[src/rtl/pair_triple_pkg.sv]
// ============================================================================
// Module  : pair_triple_pkg
// Purpose : Shared FSM state type, state width and saturating-increment helper
//           used by the pair/triple streak detector.
// Revision: 1.0 - initial release
// ============================================================================
`default_nettype none

package pair_triple_pkg;

   localparam int STATE_W = 2;

   typedef enum logic [STATE_W-1:0] {
      IDLE     = 2'd0,
      ARMING   = 2'd1,
      DETECTED = 2'd2
   } state_t;

   // Increment that sticks at the all-ones value of a 'width'-bit counter.
   function automatic logic [31:0] cnt_sat_inc(input logic [31:0] value,
                                                input int unsigned width);
      logic [31:0] max_v;
      max_v = (width >= 32) ? 32'hFFFF_FFFF : ((32'd1 << width) - 32'd1);
      return (value >= max_v) ? max_v : value + 32'd1;
   endfunction

endpackage

`default_nettype wire

[src/rtl/pair_triple_streak_detector_popcount.sv]
// ============================================================================
// Module  : pair_triple_streak_detector_popcount
// Purpose : Combinational population count of an NBITS-wide voter vector.
// Revision: 1.0 - initial release
// ============================================================================
`default_nettype none

module pair_triple_streak_detector_popcount #(
   parameter int NBITS = 3
) (
   input  logic [NBITS-1:0]             vec_i,
   output logic [$clog2(NBITS+1)-1:0]   count_o
);

   localparam int CW = $clog2(NBITS + 1);

   always_comb begin
      count_o = '0;
      for (int i = 0; i < NBITS; i++) begin
         count_o = count_o + CW'(vec_i[i]);
      end
   end

endmodule

`default_nettype wire

[src/rtl/pair_triple_streak_detector.sv]
// ============================================================================
// Module  : pair_triple_streak_detector
// Purpose : k-of-N vote detector with programmable hit-streak debounce and a
//           saturating detection-event counter. Optional exit hysteresis
//           (separate low threshold) enabled by PAIR_TRIPLE_STREAK_HYST_EN.
// Revision: 1.0 - initial release
// ============================================================================
`default_nettype none

module pair_triple_streak_detector
   import pair_triple_pkg::*;
#(
   parameter int NBITS = 3,
   parameter int CNTW  = 4
) (
   input  logic                         clk,
   input  logic                         rst,
   input  logic                         en,
   input  logic                         clear,
   input  logic [NBITS-1:0]             in,
   input  logic [$clog2(NBITS+1)-1:0]   thresh,
`ifdef PAIR_TRIPLE_STREAK_HYST_EN
   input  logic [$clog2(NBITS+1)-1:0]   thresh_lo,
`endif
   input  logic [CNTW-1:0]              hold,
   output logic                         match,
   output logic                         detect,
   output logic                         detect_pulse,
   output logic [CNTW-1:0]              streak,
   output logic [CNTW-1:0]              events
);

   localparam int TW = $clog2(NBITS + 1);

   logic [TW-1:0]   w_count;
   logic            w_hit;
   logic            w_adv;
   logic            w_entry;
   logic [CNTW-1:0] w_h_eff;

   state_t          state_q,  state_d;
   logic            match_q,  match_d;
   logic            pulse_q,  pulse_d;
   logic [CNTW-1:0] streak_q, streak_d;
   logic [CNTW-1:0] events_q, events_d;

   pair_triple_streak_detector_popcount #(
      .NBITS (NBITS)
   ) u_popcount (
      .vec_i   (in),
      .count_o (w_count)
   );

   assign w_hit   = (w_count >= thresh);
   assign w_h_eff = (hold == '0) ? CNTW'(1) : hold;

   // w_adv is the condition that keeps the streak growing and the FSM alive;
   // with hysteresis the DETECTED state only needs the lower threshold.
   always_comb begin
      w_adv = w_hit;
`ifdef PAIR_TRIPLE_STREAK_HYST_EN
      if (state_q == DETECTED) begin
         w_adv = (w_count >= thresh_lo);
      end
`endif
   end

   always_comb begin
      state_d  = state_q;
      match_d  = match_q;
      streak_d = streak_q;
      events_d = events_q;
      pulse_d  = 1'b0;
      w_entry  = 1'b0;
      if (en) begin
         match_d  = w_hit;
         streak_d = w_adv ? CNTW'(cnt_sat_inc(32'(streak_q), CNTW)) : '0;
         case (state_q)
            IDLE, ARMING: begin
               if (!w_adv) begin
                  state_d = IDLE;
               end else if (streak_d >= w_h_eff) begin
                  state_d = DETECTED;
               end else begin
                  state_d = ARMING;
               end
            end
            DETECTED: begin
               if (!w_adv) begin
                  state_d = IDLE;
               end
            end
            default: state_d = IDLE;
         endcase
         w_entry = (state_d == DETECTED) && (state_q != DETECTED);
         pulse_d = w_entry;
         if (w_entry) begin
            events_d = CNTW'(cnt_sat_inc(32'(events_q), CNTW));
         end
      end
      if (clear) begin
         events_d = '0;
      end
   end

   always_ff @(posedge clk or negedge rst) begin
      if (!rst) begin
         state_q  <= IDLE;
         match_q  <= 1'b0;
         pulse_q  <= 1'b0;
         streak_q <= '0;
         events_q <= '0;
      end else begin
         state_q  <= state_d;
         match_q  <= match_d;
         pulse_q  <= pulse_d;
         streak_q <= streak_d;
         events_q <= events_d;
      end
   end

   assign match        = match_q;
   assign detect       = (state_q == DETECTED);
   assign detect_pulse = pulse_q;
   assign streak       = streak_q;
   assign events       = events_q;

endmodule

`default_nettype wire
[config.mk]
export PLATFORM = sky130hd
export DESIGN_NAME = pair_triple_streak_detector
export DESIGN_NICKNAME = d
export VERILOG_FILES = /design/src/rtl/pair_triple_pkg.sv /design/src/rtl/pair_triple_streak_detector_popcount.sv /design/src/rtl/pair_triple_streak_detector.sv
export SDC_FILE = /design/constraint.sdc
export NUM_CORES = 1
export LEC_CHECK = 0
export CORE_ASPECT_RATIO = 0.9
export CORE_MARGIN = 8
export CORE_UTILIZATION = 45
export CTS_CLUSTER_SIZE = 10
export DETAILED_ROUTE_END_ITERATION = 8
export PLACE_DENSITY = 0.87
export SETUP_SLACK_MARGIN = 0.05
export SLEW_MARGIN = 25
export SYNTH_ARGS = -nofsm -noshare
export SYNTH_HDL_FRONTEND = slang
export SYNTH_HIERARCHICAL = 1
export SYNTH_SLANG_ARGS = --single-unit
[constraint.sdc]
create_clock -name clk -period 3.25 [get_ports clk]
set_clock_uncertainty 0.05 [all_clocks]
set_input_delay 0.325 -clock clk [delete_from_list [all_inputs] [get_ports clk]]
set_output_delay 0.325 -clock clk [all_outputs]
set_load 0.01 [all_outputs]
==> flow_metrics.env, run 1 <==
export IMPL_tns_ns=0
export IMPL_ys_top_cells_by_area="dfrtp_1 (39%), ha_1 (13%), inv_1 (5.3%)"
export IMPL_place_gp_congestion=0.769
export IMPL_crit_required_ns=3.36
export IMPL_die_h_um=55.4
export IMPL_ys_seq_elements=12
export IMPL_htreeDepth=1
export IMPL_core_mm2=0.00165
export IMPL_synth_seq_area_share_pct=38.8
export IMPL_drcViolationCount=0
export IMPL_grtUsageMet2_pct=20.3
export IMPL_dp_slack_ns=-0.357
export IMPL_dieArea_mm2=0.00331
export IMPL_root_buffer="clkbuf_4"
export IMPL_setup_viol=0
export IMPL_num_vias=718
export IMPL_report_final_slew_viol_count=0
export IMPL_clock_latency_ns=0.27
export IMPL_yosysTopAreaCellShare_pct=38.8
export IMPL_drtPass1Iterations=4
export IMPL_netlist_area_um2=774
export IMPL_ys_flop_type="dfrtp_1"
export IMPL_use_met3_pct=3.00
export IMPL_power_uw=647
export IMPL_grt_max_degree=13
export IMPL_outcome="completed"
export IMPL_post_route_cell_area_mm2=0.00116
export IMPL_start_util_pct=47.0
export IMPL_ios=24
export IMPL_die_x_um=59.7
export IMPL_dp_cells=135
export IMPL_grt_pass1_vias=760
export IMPL_busiest_layer="met2"
export IMPL_io_buffers=23
export IMPL_vdd_ir_drop_max_v=0.000477
export IMPL_max_freq_ghz=0.332
export IMPL_arrival_ns=3.13
export IMPL_antenna_left=0
export IMPL_dr_first_iter_drc_count=20
export IMPL_placed_area_mm2=0.00109
export IMPL_grt_pass1_wl_um=3230
export IMPL_nNetsFinal=140
export IMPL_antenna_found_initial=0
export IMPL_wire_per_inst_um=13.0
export IMPL_instances_no_fill=141
export IMPL_rows=14
export IMPL_synthArstFlopShare_pct=100
export IMPL_fin_crit_sh_pct=92.8
export IMPL_startpoint_type="input pin"
export IMPL_finalCriticalPeriod_ns=3.02
export IMPL_grt_util_met1_pct=13.3
export IMPL_cap_violations=0
export IMPL_synth_warnings=6
export IMPL_n_antenna_cell=0
export IMPL_final_hold_viol_count=0
export IMPL_cp_end_kind="flip-flop"
export IMPL_hold_class="input pin to async pin"
export IMPL_via_per_inst=5.09
export IMPL_final_util_pct=70.7
export IMPL_synth_edff_count=0
export IMPL_n_fill_cell=136
export IMPL_cts_sinks=12
export IMPL_hold_ws_ns=0.330
export IMPL_grt_total_usage_pct=12.0
export IMPL_p_per_area_mw_per_mm2=556
export IMPL_cp_max_fo=5
export IMPL_cts_buffers=3
export IMPL_clkSlewWorstSetupHoldPaths_ns=0.07
export IMPL_syn2layout_area_growth_pct=50.4
export IMPL_max_slew_margin_pct=67.0
export IMPL_p_leak_nw=0.567
export IMPL_dp_final_hpwl_um=1460
export IMPL_syn_area_per_cell_um2=9.56
export IMPL_regArea_um2=300
export IMPL_cts_tree="built"
export IMPL_yosys_area_top_type="dfrtp_1"
export IMPL_drive_above_1_share_pct=20.5
export IMPL_cts_buffer_depth=2
export IMPL_tightest_slew_ns=0.493
export IMPL_rsz0062_at_grt="no"
export IMPL_syn_nets=103
export IMPL_layout_setup_ws_ns=0.234
export IMPL_ctsHoldBuffers=0
export IMPL_critical_path_class="input pin to flip-flop"
export IMPL_multi_input_area_um2=447
export IMPL_synth_cells=81
export IMPL_wl_um=1830
export IMPL_gr_total_overflow=0
export IMPL_ys_types=28
[layout by cell type, fill, tap and decap left out, types with 2 or more instances in the layout]
master           instances
o21ai_0                  3
dfrtp_1                 12
a21oi_1                  8
nor2_1                   7
inv_1                   11
and3_1                   3
a311oi_1                 2
nand2_1                  3
buf_4                    9
clkdlybuf4s50_1         20
clkbuf_4                 3
mux2i_1                  2
o21ai_2                  2
ha_1                     8
[where the power goes]
part | internal (mW) | switching, mW
Clock | 0.0681 | 0.0477
Sequential | 0.184 | 0.0317
Combinational | 0.175 | 0.140
Total | 0.427 | 0.220
[critical path: stages]
cell             delay, ns
clkdlybuf4s15_1       0.19
fa_1                  0.54
inv_1                 0.04
ha_1                  0.26
nand2b_4              0.14
a21o_1                0.22
o21ai_2               0.08
nor2_1                0.06
ha_1                  0.27
o21a_2                0.11
nor2_2                0.05
a2111oi_4             0.37
buf_4                 0.20
nand2_1               0.06
a31o_1                0.21
[path summary, 6_finish.rpt]
check                          endpoint        from  cells after the start  slack, ns
min in group clk             state_q[1]  state_q[1]                      1       0.45
setup reg to reg              events[2]   streak[0]                      9       0.81
hold / removal             detect_pulse         rst                      1       0.33
setup / recovery              events[2]       in[0]                     15       0.23
hold reg to reg              state_q[1]  state_q[1]                      1       0.45
max in group asynchronous     streak[2]         rst                      1       2.49
[layout make-up]
cell class	count	share of cell area (%)
sequential	12	25.8
inverter	11	3.54
clock buffer	4	3.11
multi-input combinational	57	38.3
tap	24	2.58
timing repair buffer	33	26.6
[synth_stat cells, types with 2 or more instances]
cell type,count
nand2_1,4
and3_1,3
nand2b_1,2
a311oi_1,2
o21ai_0,5
dfrtp_1,12
mux2i_1,2
nor2_1,7
ha_1,8
inv_1,11
a21oi_1,8
[cells by family after synthesis]
logic type               after synthesis  share of synthesized area [%]
AO/OA/AOI/OAI                         23                           21.8
adder cells (fa/ha/maj)                9                           15.5
buffers and inverters                 12                           5.82
flip-flops                            12                           38.8
multiplexers                           3                           4.04
AND/OR/NAND/NOR                       22                           14.1
[state kept, by name, summed over array words and instances, names as in the netlist]
name / count
match: 1
detect_pulse: 1
streak: 4
state_q: 2
events: 4
[routing by layer]
| layer | vias up | routed length, um |
|---|---|---|
| met5 | - | 0 |
| met4 | 0 | 32 |
| met3 | 3 | 141 |
| met2 | 23 | 853 |
| met1 | 335 | 807 |
| li1 | 357 | - |
[timing repair]
| action | 4_1_cts | 5_1_grt |
|---|---|---|
| cloned | 1 | 0 |
| setup buffers | 1 | 1 |
| pin swaps | 4 | 8 |
| endpoints found under the hold margin | 0 | 0 |
| resized for setup | 6 | 4 |
| setup endpoints to repair | 4 | 5 |
(Power assumes the default switching activity.)
==> inputs of run 2 (changes only) <==
--- a/config.mk
+++ b/config.mk
@@ -8,7 +8,7 @@
 export CORE_ASPECT_RATIO = 0.9
 export CORE_MARGIN = 8
 export CORE_UTILIZATION = 45
-export CTS_CLUSTER_SIZE = 10
+export CTS_CLUSTER_SIZE = 28
 export DETAILED_ROUTE_END_ITERATION = 8
 export PLACE_DENSITY = 0.87
 export SETUP_SLACK_MARGIN = 0.05
==> constraint.sdc (replaced) <==
create_clock -name clk -period 3.7 [get_ports clk]
set_clock_uncertainty 0.05 [all_clocks]
set_input_delay 0.37 -clock clk [delete_from_list [all_inputs] [get_ports clk]]
set_output_delay 0.37 -clock clk [all_outputs]
set_load 0.01 [all_outputs]
==> run 2 against run 1 <==
- sequential power down 12%
- first-iteration DRC count decreased by 35%
- routed wire length down 4.6%
- critical endpoint is now events[3]
- largest power group unchanged
- highest routed layer unchanged
==> flow_metrics.env, run 2 (synthesis gave the netlist of run 1 again) <==
export IMPL_outcome="completed"
export IMPL_post_cts_buffers=0
export IMPL_tns_ns=0
export IMPL_num_vias=687
export IMPL_root_buffer="clkbuf_4"
export IMPL_grt_total_usage_pct=11.4
export IMPL_p_seq_share_pct=35.4
export IMPL_cts_buffers=3
export IMPL_power_switching_uw=181
export IMPL_cap_violations=0
export IMPL_antenna_left=0
export IMPL_multi_input_area_um2=429
export IMPL_antenna_found_initial=0
export IMPL_via_per_inst=5.13
export IMPL_wl_met2_um=828
export IMPL_io_buffers=23
export IMPL_nNetsFinal=133
export IMPL_drcViolationCount=0
export IMPL_die_x_um=59.7
export IMPL_critical_path_class="input pin to flip-flop"
export IMPL_p_leak_nw=0.514
export IMPL_place_gp_congestion=0.720
export IMPL_clkSlewWorstSetupHoldPaths_ns=0.08
export IMPL_grt_pass1_vias=717
export IMPL_cp_buffers_inverters=3
export IMPL_combPwrFrac_pct=45.9
export IMPL_hold_class="input pin to async pin"
export IMPL_wl_met3_um=165
export IMPL_power_uw=535
export IMPL_drtPass1Iterations=4
export IMPL_final_common_cell="clkdlybuf4s50_1"
export IMPL_max_slew_margin_pct=66.6
export IMPL_max_stage_delay_ns=0.55
export IMPL_clock_latency_ns=0.26
export IMPL_setup_viol=0
export IMPL_cp_slowest_cell="fa_1"
export IMPL_swShare_pct=33.9
export IMPL_dp_final_hpwl_um=1470
export IMPL_vdd_ir_drop_max_v=0.000318
export IMPL_ios=24
export IMPL_n_fill_cell=144
export IMPL_regArea_um2=300
export IMPL_cts_buffer_depth=2
export IMPL_cp_end_kind="flip-flop"
export IMPL_dp_slack_ns=0.0317
export IMPL_grt_max_degree=13
export IMPL_cp_max_fo=9
export IMPL_wl_um=1750
export IMPL_rows=14
export IMPL_ctsResizeCount=0
export IMPL_start_util_pct=47.0
export IMPL_reg2reg_setup_slack_ns=1.19
export IMPL_dieArea_mm2=0.00331
export IMPL_arrival_ns=3.45
export IMPL_dr_first_iter_drc_count=13
export IMPL_gr_total_overflow=0
export IMPL_p_int_uw=354
export IMPL_wl_met1_um=745
export IMPL_cts_sinks=12
export IMPL_max_freq_ghz=0.299
export IMPL_startpoint_type="input pin"
export IMPL_finalCriticalPeriod_ns=3.35
export IMPL_syn2layout_area_growth_pct=40.7
export IMPL_drive_above_1_share_pct=11.8
export IMPL_fin_crit_sh_pct=90.5
export IMPL_core_mm2=0.00165
export IMPL_path_cells="clkdlybuf4s50_1 -> fa_1 -> inv_1 -> ha_1 -> nand2b_1 -> a21o_1 -> o21ai_0 -> nor2_1 -> ha_1 -> o21a_2 -> nor2_2 -> a2111oi_4 -> buf_4 -> nand4_1 -> mux2i_1"
export IMPL_clock_power_share_pct=18.7
export IMPL_crit_family="adder cells"
export IMPL_final_util_pct=66.2
export IMPL_final_hold_viol_count=0
export IMPL_n_antenna_cell=0
export IMPL_htreeDepth=1
export IMPL_tightest_slew_ns=0.500
export IMPL_report_final_slew_viol_count=0
export IMPL_grt_pass1_wl_um=3080
export IMPL_layout_common_cells="clkdlybuf4s50_1 (23), dfrtp_1 (12), inv_1 (11)"
export IMPL_layout_setup_ws_ns=0.350
export IMPL_crit_required_ns=3.80
export IMPL_highest_layer="met4"
export IMPL_die_h_um=55.4
export IMPL_cts_tree="built"
export IMPL_rsz0062_at_grt="no"
export IMPL_dp_cells=130
export IMPL_p_per_area_mw_per_mm2=491
export IMPL_instances_no_fill=134
export IMPL_ctsHoldBuffers=0
export IMPL_wire_per_inst_um=13.1
export IMPL_crit_path_frequent_cell="ha_1"
==> run 2: cell types whose count changed in the layout (fill, tap and decap cells not counted) <==
cell             before  now
clkdlybuf4s50_1      20   23
nand2b_1              1    2
buf_4                 9    3
o21ai_0               3    5
nand2_1               3    4
clkdlybuf4s15_2       1    0
o21ai_2               2    0
dlymetal6s2s_1        1    0
dlygate4sd2_1         1    0
nand2_2               1    0
clkdlybuf4s15_1       1    0
nand2b_4              1    0
==> run 2: layout make-up <==
| class | instances | share of cell area [%] |
|---|---|---|
| inverter | 11 | 3.79 |
| tap | 24 | 2.76 |
| timing repair buffer | 26 | 23.2 |
| multi-input combinational | 57 | 39.4 |
| clock buffer | 4 | 3.33 |
| sequential | 12 | 27.6 |
==> run 2: worst reg2reg max path, delay by kind of cell, from the launching register on <==
family	cells	cell delay, ns
flip-flops	1	0.41
AO/OA/AOI/OAI	3	0.62
buffers and inverters	2	0.35
adder cells (fa/ha/maj)	2	0.44
multiplexers	1	0.15
AND/OR/NAND/NOR	2	0.36
==> run 2: metal layers <==
| metal | track usage, % | up-vias |
|---|---|---|
| li1 | - | 344 |
| met1 | 11.9 | 319 |
| met2 | 20.3 | 22 |
| met3 | 3.70 | 2 |
| met4 | 4.08 | 0 |
| met5 | 0 | - |
==> run 2: power by group through the flow <==
stage	logic (mW)	clock network, mW	registers, mW
after floorplan	0.125	0	0.197
final	0.246	0.0998	0.190
after detailed placement	0.248	0	0.191
after global routing	0.273	0.108	0.196
after CTS	0.249	0.101	0.189
after global placement	0.239	0	0.189
==> run 2: worst paths after layout <==
check	start	endpoint	cells after the start
worst max-delay path	in[0]	events[3]	15
worst min-delay path	rst	streak[0]	1
worst max register to register	streak[0]	events[3]	10
worst min register to register	state_q[1]	state_q[1]	1
max in group asynchronous	rst	streak[3]	1
min in group clk	state_q[1]	state_q[1]	1
==> run 2: per-stage QoR <==
stage / area (um^2) / hold WS [ns]
after floorplan: 774 / 0.0244
after global placement: 1050 / 0.426
after detailed placement: 1050 / 0.438
after CTS: 1090 / 0.406
after global routing: 1090 / 0.439
final: 1090 / 0.385
==> inputs of run 3 (changes only) <==
--- a/config.mk
+++ b/config.mk
@@ -5,6 +5,7 @@
 export SDC_FILE = /design/constraint.sdc
 export NUM_CORES = 1
 export LEC_CHECK = 0
+export CAP_MARGIN = 20
 export CORE_ASPECT_RATIO = 0.9
 export CORE_MARGIN = 8
 export CORE_UTILIZATION = 45
==> constraint.sdc (replaced) <==
create_clock -name clk -period 3.7 [get_ports clk]
set_clock_uncertainty 0.05 [all_clocks]
set_input_delay 0.555 -clock clk [delete_from_list [all_inputs] [get_ports clk]]
set_output_delay 0.555 -clock clk [all_outputs]
set_load 0.01 [all_outputs]
==> run 3 against run 2 <==
- combinational power rose by 4%
- routed wire length is 0.80% lower
- setup slack worse by 0.13 ns
- cell area increased by 2.1%
- via count rose by 0.15%
- first-iteration DRC count up 54%
==> flow_metrics.env, run 3 (synthesis gave the netlist of run 1 again) <==
export IMPL_outcome="completed"
export IMPL_drcViolationCount=0
export IMPL_cp_end_kind="flip-flop"
export IMPL_p_per_area_mw_per_mm2=490
export IMPL_final_common_cell="clkdlybuf4s50_1"
export IMPL_grt_pass1_wl_um=2980
export IMPL_layout_common_cells="clkdlybuf4s50_1 (23), dfrtp_1 (12), inv_1 (11)"
export IMPL_final_util_pct=67.6
export IMPL_cts_buffers=3
export IMPL_drive_above_1_share_pct=14.3
export IMPL_hold_ws_ns=0.448
export IMPL_nNetsFinal=135
export IMPL_place_gp_congestion=0.755
export IMPL_dp_final_hpwl_um=1420
export IMPL_ctsResizeCount=0
export IMPL_max_freq_ghz=0.287
export IMPL_die_h_um=55.4
export IMPL_cts_tree="built"
export IMPL_grt_pass1_vias=687
export IMPL_report_final_slew_viol_count=0
export IMPL_layout_setup_ws_ns=0.220
export IMPL_ctsHoldBuffers=0
export IMPL_antenna_left=0
export IMPL_rsz0062_at_grt="no"
export IMPL_num_vias=688
export IMPL_gr_total_overflow=0
export IMPL_p_leak_nw=0.525
export IMPL_critical_path_class="input pin to flip-flop"
export IMPL_cts_sinks=12
export IMPL_final_hold_viol_count=0
export IMPL_hold_class="flip-flop to flip-flop"
export IMPL_cp_max_fo=5
export IMPL_htreeDepth=1
export IMPL_clock_latency_ns=0.27
export IMPL_finalCriticalPeriod_ns=3.48
export IMPL_wire_per_inst_um=12.8
export IMPL_fin_crit_sh_pct=94.1
export IMPL_root_buffer="clkbuf_4"
export IMPL_clkSlewWorstSetupHoldPaths_ns=0.07
export IMPL_core_mm2=0.00165
export IMPL_syn2layout_area_growth_pct=43.6
export IMPL_cap_violations=0
export IMPL_arrival_ns=3.58
export IMPL_n_antenna_cell=0
export IMPL_drtPass1Iterations=4
export IMPL_startpoint_type="input pin"
export IMPL_power_uw=545
export IMPL_die_x_um=59.7
export IMPL_setup_viol=0
export IMPL_dp_slack_ns=-0.106
export IMPL_start_util_pct=47.0
export IMPL_via_per_inst=5.06
export IMPL_post_cts_buffers=0
export IMPL_dieArea_mm2=0.00331
export IMPL_dr_first_iter_drc_count=20
export IMPL_cts_buffer_depth=2
export IMPL_crit_required_ns=3.80
export IMPL_grt_max_degree=13
export IMPL_rows=14
export IMPL_grt_total_usage_pct=11.2
export IMPL_wl_um=1740
export IMPL_io_buffers=23
export IMPL_vdd_ir_drop_max_v=0.000365
export IMPL_ios=24
export IMPL_antenna_found_initial=0
export IMPL_tightest_slew_ns=0.501
export IMPL_max_slew_margin_pct=66.5
[run 3: path summary, 6_finish.rpt]
kind,slack (ns),to,startpoint,cells after the start
worst max-delay path,0.22,events[3],in[0],14
worst min-delay path,0.45,state_q[1],state_q[1],1
worst max register to register,1.20,events[3],streak[0],10
worst min register to register,0.45,state_q[1],state_q[1],1
max in group asynchronous,2.70,streak[3],rst,1
min in group asynchronous,0.56,events[0],rst,1
[run 3: cell type report]
cell class	count	area (um^2)
Multi-Input combinational cell	57	433
Tap cell	24	30.0
Clock buffer	4	36.3
Inverter	11	41.3
Sequential cell	12	300
Fill cell	143	534
Timing Repair Buffer	28	272
[run 3: critical path: stages]
cell and delay, ns:
clkdlybuf4s50_1 0.43, fa_1 0.54, inv_1 0.04, ha_1 0.25, nand2b_1 0.15, a21o_1 0.20
o21a_1 0.15, ha_1 0.28, o21ai_0 0.07, buf_4 0.15, a2111oi_4 0.30, buf_4 0.19
nand4_1 0.12, mux2i_1 0.14
[run 3: where the power goes]
group | total, mW | internal [mW] | switching [mW] | leakage, nW
Sequential | 0.189 | 0.161 | 0.0277 | 0.159
Combinational | 0.255 | 0.139 | 0.116 | 0.345
Clock | 0.101 | 0.0599 | 0.0415 | 0.0210
Total | 0.545 | 0.360 | 0.186 | 0.525
[run 3: stage by stage]
step / cells / setup TNS, ns / cell area (um^2)
floorplan: 81 / 0 / 774
global placement: 131 / -0.0891 / 1060
detailed placement: 131 / -0.356 / 1060
CTS: 135 / 0 / 1100
global route: 136 / 0 / 1110
finish: 136 / 0 / 1110
[run 3: routing by layer]
layer | wire length [um] | global-route usage (%) | vias up
met3 | 117 | 3.00 | 3
met1 | 797 | 12.5 | 312
met4 | 32 | 6.12 | 0
met2 | 788 | 18.3 | 21
li1 | - | - | 352
met5 | 0 | 0 | -
